### src/rtl/ex_operand_stage_pkg.sv
// Shared RV32I execute-stage types, opcode constants and decode helpers.
package ex_operand_stage_pkg;

    localparam int XLEN = 32;

    typedef logic [31:0]      instr_t;
    typedef logic [XLEN-1:0]  data_t;

    localparam data_t NULL = '0;

    localparam logic [6:0] OP_LOAD   = 7'b0000011;
    localparam logic [6:0] OP_LUI    = 7'b0110111;
    localparam logic [6:0] OP_AUIPC  = 7'b0010111;
    localparam logic [6:0] OP_JAL    = 7'b1101111;
    localparam logic [6:0] OP_JALR   = 7'b1100111;
    localparam logic [6:0] OP_BRANCH = 7'b1100011;
    localparam logic [6:0] OP_STORE  = 7'b0100011;
    localparam logic [6:0] OP_R      = 7'b0110011;
    localparam logic [6:0] OP_I      = 7'b0010011;

    // addi x0,x0,0: writes x0, so the alu never commits a result for it
    localparam instr_t NOP_INSTR = 32'h00000013;

    function automatic logic [6:0] opcode_of(input instr_t i);
        return i[6:0];
    endfunction

    function automatic logic [4:0] rd_of(input instr_t i);
        return i[11:7];
    endfunction

    function automatic logic [4:0] rs1_of(input instr_t i);
        return i[19:15];
    endfunction

    function automatic logic [4:0] rs2_of(input instr_t i);
        return i[24:20];
    endfunction

    // U-type and JAL carry immediate bits in the rs1 field
    function automatic logic uses_rs1(input instr_t i);
        logic [6:0] op;
        op = i[6:0];
        return !(op == OP_LUI || op == OP_AUIPC || op == OP_JAL);
    endfunction

    // Only R, S and B formats carry a real rs2 field
    function automatic logic uses_rs2(input instr_t i);
        logic [6:0] op;
        op = i[6:0];
        return (op == OP_R || op == OP_STORE || op == OP_BRANCH);
    endfunction

endpackage

### src/rtl/ex_operand_stage_fwd_mux.sv
// Combinational source-operand select: EX/MEM result, MEM/WB result or
// the registered regfile value. x0 always reads zero.
module fwd_mux #(
    parameter int W = 32
) (
    input  logic [4:0]   rs,
    input  logic [W-1:0] rf_val,
    input  logic         exmem_rd_wr,
    input  logic [4:0]   exmem_rd,
    input  logic [W-1:0] exmem_data,
    input  logic         memwb_rd_wr,
    input  logic [4:0]   memwb_rd,
    input  logic [W-1:0] memwb_data,
    output logic [W-1:0] val
);

    // Youngest producer wins; x0 is hard-wired to zero regardless of producers
    always_comb begin
        val = rf_val;
        if (rs == 5'd0) begin
            val = '0;
        end else if (exmem_rd_wr && (exmem_rd == rs)) begin
            val = exmem_data;
        end else if (memwb_rd_wr && (memwb_rd == rs)) begin
            val = memwb_data;
        end
    end

endmodule

### src/rtl/ex_operand_stage.sv
// ID/EX pipeline register with load-use detection, operand forwarding and
// alu operand selection for the RV32I execute stage.
module ex_operand_stage #(
    parameter int          XLEN      = 32,
    parameter logic [31:0] NOP_INSTR = 32'h00000013
) (
    input  logic            clk,
    input  logic            rst,
    input  logic            id_valid,
    input  logic [31:0]     id_instr,
    input  logic [XLEN-1:0] id_pc,
    input  logic [XLEN-1:0] id_imm,
    input  logic [XLEN-1:0] id_rs1_data,
    input  logic [XLEN-1:0] id_rs2_data,
    input  logic            stall,
    input  logic            flush,
    input  logic            exmem_rd_wr,
    input  logic [4:0]      exmem_rd,
    input  logic [XLEN-1:0] exmem_data,
    input  logic            memwb_rd_wr,
    input  logic [4:0]      memwb_rd,
    input  logic [XLEN-1:0] memwb_data,
    output logic            load_use_stall,
    output logic            ex_valid,
    output logic [31:0]     ex_instr,
    output logic [XLEN-1:0] ex_pc,
    output logic [XLEN-1:0] alu_a,
    output logic [XLEN-1:0] alu_b,
    output logic [XLEN-1:0] ex_store_data
);

    import ex_operand_stage_pkg::*;

    logic            ex_valid_q, ex_valid_d;
    logic [31:0]     ex_instr_q, ex_instr_d;
    logic [XLEN-1:0] ex_pc_q,    ex_pc_d;
    logic [XLEN-1:0] ex_imm_q,   ex_imm_d;
    logic [XLEN-1:0] ex_rs1_q,   ex_rs1_d;
    logic [XLEN-1:0] ex_rs2_q,   ex_rs2_d;

    logic            lus;
    logic [4:0]      ex_rd;
    logic [6:0]      ex_op;
    logic [XLEN-1:0] rs1_fwd;
    logic [XLEN-1:0] rs2_fwd;

    assign ex_rd = rd_of(ex_instr_q);
    assign ex_op = opcode_of(ex_instr_q);

    // Load in EX whose rd feeds a used source of the instruction in ID.
    // Gated by rst so the request drops as soon as reset is applied.
    always_comb begin
        lus = 1'b0;
        if (!rst && !flush && ex_valid_q && (ex_op == OP_LOAD) &&
            (ex_rd != 5'd0) && id_valid) begin
            lus = ((rs1_of(id_instr) == ex_rd) && uses_rs1(id_instr)) ||
                  ((rs2_of(id_instr) == ex_rd) && uses_rs2(id_instr));
        end
    end

    // Next EX contents: flush > load-use bubble > hold > load (id_valid=0 loads a bubble)
    always_comb begin
        ex_valid_d = 1'b0;
        ex_instr_d = NOP_INSTR;
        ex_pc_d    = '0;
        ex_imm_d   = '0;
        ex_rs1_d   = '0;
        ex_rs2_d   = '0;
        if (flush || lus) begin
            ex_valid_d = 1'b0;
        end else if (stall) begin
            ex_valid_d = ex_valid_q;
            ex_instr_d = ex_instr_q;
            ex_pc_d    = ex_pc_q;
            ex_imm_d   = ex_imm_q;
            ex_rs1_d   = ex_rs1_q;
            ex_rs2_d   = ex_rs2_q;
        end else if (id_valid) begin
            ex_valid_d = 1'b1;
            ex_instr_d = id_instr;
            ex_pc_d    = id_pc;
            ex_imm_d   = id_imm;
            ex_rs1_d   = id_rs1_data;
            ex_rs2_d   = id_rs2_data;
        end
    end

    // ID/EX register; reset clears everything to a bubble
    always_ff @(posedge clk) begin
        if (rst) begin
            ex_valid_q <= 1'b0;
            ex_instr_q <= NOP_INSTR;
            ex_pc_q    <= '0;
            ex_imm_q   <= '0;
            ex_rs1_q   <= '0;
            ex_rs2_q   <= '0;
        end else begin
            ex_valid_q <= ex_valid_d;
            ex_instr_q <= ex_instr_d;
            ex_pc_q    <= ex_pc_d;
            ex_imm_q   <= ex_imm_d;
            ex_rs1_q   <= ex_rs1_d;
            ex_rs2_q   <= ex_rs2_d;
        end
    end

    fwd_mux #(.W(XLEN)) u_fwd_rs1 (
        .rs          (rs1_of(ex_instr_q)),
        .rf_val      (ex_rs1_q),
        .exmem_rd_wr (exmem_rd_wr),
        .exmem_rd    (exmem_rd),
        .exmem_data  (exmem_data),
        .memwb_rd_wr (memwb_rd_wr),
        .memwb_rd    (memwb_rd),
        .memwb_data  (memwb_data),
        .val         (rs1_fwd)
    );

    fwd_mux #(.W(XLEN)) u_fwd_rs2 (
        .rs          (rs2_of(ex_instr_q)),
        .rf_val      (ex_rs2_q),
        .exmem_rd_wr (exmem_rd_wr),
        .exmem_rd    (exmem_rd),
        .exmem_data  (exmem_data),
        .memwb_rd_wr (memwb_rd_wr),
        .memwb_rd    (memwb_rd),
        .memwb_data  (memwb_data),
        .val         (rs2_fwd)
    );

    // alu operands: PC-relative/link forms take the PC, LUI adds to zero
    always_comb begin
        alu_a = rs1_fwd;
        if (ex_op == OP_AUIPC || ex_op == OP_JAL || ex_op == OP_JALR) begin
            alu_a = ex_pc_q;
        end else if (ex_op == OP_LUI) begin
            alu_a = '0;
        end
        alu_b = ex_imm_q;
        if (ex_op == OP_R || ex_op == OP_BRANCH) begin
            alu_b = rs2_fwd;
        end
    end

    assign load_use_stall = lus;
    assign ex_valid       = ex_valid_q;
    assign ex_instr       = ex_instr_q;
    assign ex_pc          = ex_pc_q;
    assign ex_store_data  = rs2_fwd;

endmodule

### config.mk
export PLATFORM = sky130hd
export DESIGN_NAME = ex_operand_stage
export DESIGN_NICKNAME = d
export VERILOG_FILES = /design/src/rtl/ex_operand_stage_pkg.sv /design/src/rtl/ex_operand_stage_fwd_mux.sv /design/src/rtl/ex_operand_stage.sv
export SDC_FILE = /design/constraint.sdc
export NUM_CORES = 1
export LEC_CHECK = 0
export CAP_MARGIN = 20
export CORE_MARGIN = 2
export CORE_UTILIZATION = 38
export DETAILED_ROUTE_END_ITERATION = 10
export GPL_TIMING_DRIVEN = 1
export HOLD_SLACK_MARGIN = 0.03
export PLACE_DENSITY = 0.75
export SLEW_MARGIN = 0
export SYNTH_ARGS = -nofsm -noshare
export SYNTH_HDL_FRONTEND = slang
export SYNTH_SLANG_ARGS = --single-unit
### constraint.sdc
create_clock -name clk -period 2.1 [get_ports clk]
set_clock_uncertainty 0.15 [all_clocks]
set_input_delay 0.42 -clock clk [delete_from_list [all_inputs] [get_ports clk]]
set_output_delay 0.42 -clock clk [all_outputs]
set_load 0.01 [all_outputs]
### After elaboration in Yosys (flattened, before gate mapping)

Index checks and enable logic that the tools add are counted.

| word-level totals | value |
|---|---|
| output and inout bits | 162 |
| logic and storage cells | 68 |
| input bits | 241 |
| register bits | 161 |

| cells by class | value |
|---|---|
| multiplexer cells | 16 |
| reduce and logical (&&, ||, !) cells | 27 |
| eq/ne operators | 19 |

Operators by type and width:

| kind | count |
|---|---|
| 32-bit 2-to-1 mux | 14 |
| 7-bit by 6-bit equality test with 1-bit output, second input constant | 5 |
| 7-bit equality test, second input constant | 5 |
| 5-bit equality test | 6 |
| 7-bit by 5-bit equality test with 1-bit output, second input constant | 2 |
| 1-bit logical AND | 11 |
| 5-bit logical NOT | 2 |
| 1-bit logical OR | 9 |
| 7-bit by 2-bit equality test with 1-bit output, second input constant | 1 |
| 5-bit nonzero test | 1 |
| 1-bit logical NOT | 3 |
| 1-bit 2-to-1 mux | 2 |
| 2-bit OR reduction | 1 |

### Longest topological paths before layout

| logic depth | value |
|---|---|
| word-level depth | 9 |
| mapped depth | 9 |
| gate-level depth less buffers | 6 |

### Hierarchy

Synthesis repeated with hierarchy kept, for this count alone.

| second synthesis, totals | value |
|---|---|
| cells, all modules | 1,273 |
| area total of the unflattened synthesis | 10,846.7 um^2 |

By module, submodules not included:

| module | sequential area each (um^2) | instances | area an instance (um^2) | cells each |
|---|---|---|---|---|
| ex_operand_stage | 3,223.1 | 1 | 8,269.2 | 919 |
| fwd_mux | 0.0 | 2 | 1,288.7 | 177 |

### Worst setup path before layout

OpenSTA, ideal clock, no wires.

| path | value |
|---|---|
| path type | input to output |
| start point | input port exmem_rd[4] |
| end point | output port alu_a[10] |
| required time | 1.530 ns |
| data arrival time | 1.771 ns |
| setup slack | -0.241 ns |
| stages on the path | 7 |
| buffers on the path | 2 |
| cells stage by stage | xor2_1 > nor4_1 > and3_1 > clkbuf_1 > nand2_1 > buf_2 > o221ai_1 |

| between the ends | value |
|---|---|
| cells in the longest elaborated chain, start to end | 6 |

Ends and longest elaborated chain:

| item | RTL line | text |
|---|---|---|
| from (decl) | ex_operand_stage.sv:18 | `input logic [4:0] exmem_rd,` |
| 5-bit equality test | ex_operand_stage_fwd_mux.sv:22 | `end else if (exmem_rd_wr && (exmem_rd == rs)) begin` |
| 1-bit logical AND | ex_operand_stage_fwd_mux.sv:22 |  |
| 32-bit 2-to-1 mux | ex_operand_stage_fwd_mux.sv:22 |  |
| 32-bit 2-to-1 mux | ex_operand_stage_fwd_mux.sv:20 | `if (rs == 5'd0) begin` |
| 32-bit 2-to-1 mux | ex_operand_stage.sv:136 | `end else if (ex_op == OP_LUI) begin` |
| 32-bit 2-to-1 mux | ex_operand_stage.sv:134 | `if (ex_op == OP_AUIPC \|\| ex_op == OP_JAL \|\| ex_op == OP_JALR) begin` |
| to (decl) | ex_operand_stage.sv:27 | `output logic [XLEN-1:0] alu_a,` |

No other way between the ends.

### Worst setup path after layout

| path | value |
|---|---|
| start point | register ex_instr_q[17], in the netlist ex_instr[17] |
| end point | output port alu_a[21] |

| between the ends | value |
|---|---|
| cells in the longest elaborated chain, start to end | 7 |
| elaborated cells on any way between the ends | 10 |
| those cells by class | eq/ne: 2; mux: 5; reduce/logical: 3 |

Ends and longest elaborated chain:

| item | RTL line | text |
|---|---|---|
| from (decl) | ex_operand_stage.sv:35 | `logic [31:0] ex_instr_q, ex_instr_d;` |
| from (signal assigned) | ex_operand_stage.sv:99 | `ex_instr_q <= ex_instr_d;` |
| 5-bit equality test | ex_operand_stage_fwd_mux.sv:24 | `end else if (memwb_rd_wr && (memwb_rd == rs)) begin` |
| 1-bit logical AND | ex_operand_stage_fwd_mux.sv:24 |  |
| 32-bit 2-to-1 mux | ex_operand_stage_fwd_mux.sv:24 |  |
| 32-bit 2-to-1 mux | ex_operand_stage_fwd_mux.sv:22 |  |
| 32-bit 2-to-1 mux * | ex_operand_stage_fwd_mux.sv:20 |  |
| 32-bit 2-to-1 mux * | ex_operand_stage.sv:136 |  |
| 32-bit 2-to-1 mux * | ex_operand_stage.sv:134 |  |

Every way passes the cells marked *; elsewhere a longest branch is shown, timed or not.

==> flow_metrics.tcl <==
set metrics [dict create \
    grt_pass1_wl_um 73060 \
    antenna_left 0 \
    syn2layout_area_growth_pct 116.3 \
    combPwrFrac_pct 23.3 \
    clkTransAtPathRegs_ps 70 \
    crit_type "register to output port" \
    worstMarginPinSlew_ps 654.4 \
    p_total_uw 8281 \
    grt_max_degree 85 \
    drive_above_1_share_pct 49.87 \
    cts.sinks 161 \
    cts_root_buffer "clkbuf_16" \
    final.setup.tns_ps -111950 \
    cts_hold_buf 0 \
    ys_seq_area_share_pct 36.56 \
    port_buffers 402 \
    critical_path_required_ps 1530 \
    yosysTopAreaCell "dfxtp_1" \
    synth_area_leaders "dfxtp_1 (37%), a22oi_1 (13%), nor3_2 (12%), nor3_1 (4.6%), mux2i_1 (3.6%)" \
    fin_crit_sh_pct 146.7 \
    syn_area_sq_um 8815 \
    synth_edf_count 0 \
    rsz0062_at_grt "true" \
    critPathBufInv 4 \
    ys_async_sr_fraction_pct 0 \
    start_util_pct 38.82 \
    drc 0 \
    critPathLaunchType "register" \
    num_vias 11630 \
    critPathSlowestCell "dfxtp_4" \
    drt-initial-drc-count 1225 \
    avgSynthCellArea_sq_um 8.904 \
    wl_per_cell_um 28.38 \
    h-tree-depth 4 \
    setup_viol 255 \
    crit_top_cell "buf_4" \
    ir_worst_vdd_mv 0.4487 \
    drtPass1Iterations 6 \
    layout.nets 1804 \
    netlist_top_cells_count "dfxtp_1 (161), a22oi_1 (157), nor3_2 (110)" \
    overflow 0 \
    final_cells 1868 \
    insertion_delay_ps 440 \
    p_per_area_nw_per_um2 434.4 \
    synth_cell_type_count 43 \
    arrival_ps 2510 \
    max_slew_margin_pct 56.37 \
    violations "negative setup slack" \
    cts_tree "built" \
    status "finished with violations" \
    clock_power_share_pct 38.5 \
    dp_slack_ps -1421 \
    syn_nets 1231 \
    p_int_uw 5819 \
    r2r_slack_ps -310 \
    clockBufferDepth 2 \
    p_leak_uw 0.007062 \
    ys_seq_elements 161 \
    std_cell_rows 55 \
    fp.dieH_um 156.3 \
    final.setup.worst_slack_ps -981.4 \
    endpoint_kind "output port" \
    synthCells 990 \
    grt_pass1_vias 11760 \
    crit_chain "xor2_1 > nor4_1 > and3_4 > buf_12 > buf_4 > mux2i_2 > buf_4 > o221ai_2 > buf_2" \
    antenna_found_initial 7 \
    dieArea_sq_um 24430 \
    placed_cell_area_sq_um 15100 \
    synth_most_common_cell "dfxtp_1" \
    min_period_ps 3081 \
    post-synth-top-area-fraction_pct 36.56 \
    dp_cells 1707 \
    critPathTopFamily "simple AND/OR/NAND/NOR gates" \
    swShare_pct 29.73 \
    cap_viol_max_count 0 \
    hpwlAfterDp_um 30010 \
    fp.coreArea_sq_um 22710 \
    fmax_ghz 0.3245 \
    synthFlopType "dfxtp_1" \
    hold_path_class "input port to register" \
    viasPerCell 6.224 \
    power_switching_uw 2462 \
    slew_viol_final 0 \
    wirelength_um 53020 \
    design_area_sq_um 19060 \
    seqPwrFrac_pct 38.3 \
    io_pins 403 \
    die_x_um 156.3 \
    slowest_delay_ps 370 \
    grtUsageTotal_pct 39.75 \
    numCtsBuffers 17 \
    finalHoldViolCount 0 \
    path_max_fanout 8 \
    yosysWarningCount 0 \
    gp_congestion 0.9593 \
]
==> flip-flops by register name (all words and copies together) (netlist names) <==
name,cells
ex_imm_q,32
ex_valid,1
ex_instr,32
ex_rs1_q,32
ex_pc,32
ex_rs2_q,32
==> power by group through the flow <==
stage	Combinational, uW	Sequential, uW	Clock (uW)
2_1_floorplan	571	3230	0
5_1_grt	1990	3170	3300
6_report	1930	3170	3190
4_1_cts	1720	3160	3160
3_5_place_dp	1490	3230	0
3_3_place_gp	1480	3230	0
==> per-stage QoR <==
stage	hold WS [ps]	util [%]
6_report	164.6	83.94
2_1_floorplan	357.5	-
3_3_place_gp	374.6	66.51
4_1_cts	344.3	80.18
5_1_grt	180.6	83.93
3_5_place_dp	384.2	66.51
==> layout by cell type, fill, tap and decap left out, types with 25 or more instances in the layout <==
| master | instances |
|---|---|
| buf_12 | 65 |
| o221ai_2 | 27 |
| buf_6 | 44 |
| buf_4 | 120 |
| a22oi_1 | 157 |
| nand2_1 | 68 |
| nor3_2 | 96 |
| inv_1 | 29 |
| clkdlybuf4s50_1 | 283 |
| and3_1 | 32 |
| buf_2 | 88 |
| a211oi_4 | 32 |
| nor3_4 | 92 |
| o31ai_4 | 25 |
| nor2_4 | 35 |
| dfxtp_1 | 140 |
==> metal layers <==
metal  part of all wire [%]  GRT usage [%]  vias up
met4                    5.7          21.01        0
met5                      0              0        -
met3                    9.6          10.44      215
met2                     49          65.68      834
li1                       -              -     4896
met1                     36          47.37     5682
==> final cells by class <==
type	instances	area, sq um
inverters	30	117.6
well taps	285	356.6
repair buffers	663	7084
flip-flops and latches	161	3267
fillers	1172	3647
clock inverters	12	122.6
multi-input cells	690	7640
diodes	7	17.52
clock buffers	20	456.7
==> kinds of logic (layout without fill, tap and decap cells) <==
group,count (synthesis),after routing,synth area share (%)
other,0,7,0
DFF,161,161,36.56
and+or+nand+nor,364,364,26.27
AOI/OAI and AO/OA,263,263,22.81
muxes,32,32,3.634
xor gates and xnor gates,31,31,3.080
buffers and inverters,139,725,7.637
==> worst min-delay path: cells and delay by family <==
kind,cells,cell delay [ps]
buffers and inverters,1,140
and+or+nand+nor,2,160
==> final timing paths <==
path,endpoint,depth (start not counted),start
worst max register to register,ex_rs2_q[10],10,ex_instr[8]
worst max-delay path,alu_a[21],9,ex_instr[17]
worst min register to register,ex_imm_q[13],2,ex_imm_q[13]
worst min-delay path,ex_instr[0],3,rst
==> what timing repair did <==
| action | CTS | global route |
|---|---|---|
| gates resized for setup | 715 | 191 |
| setup endpoints to repair | 261 | 262 |
| gates cloned | 30 | 3 |
| buffers inserted | 84 | 30 |
| pin swaps | 248 | 58 |
(Power assumes the default switching activity.)
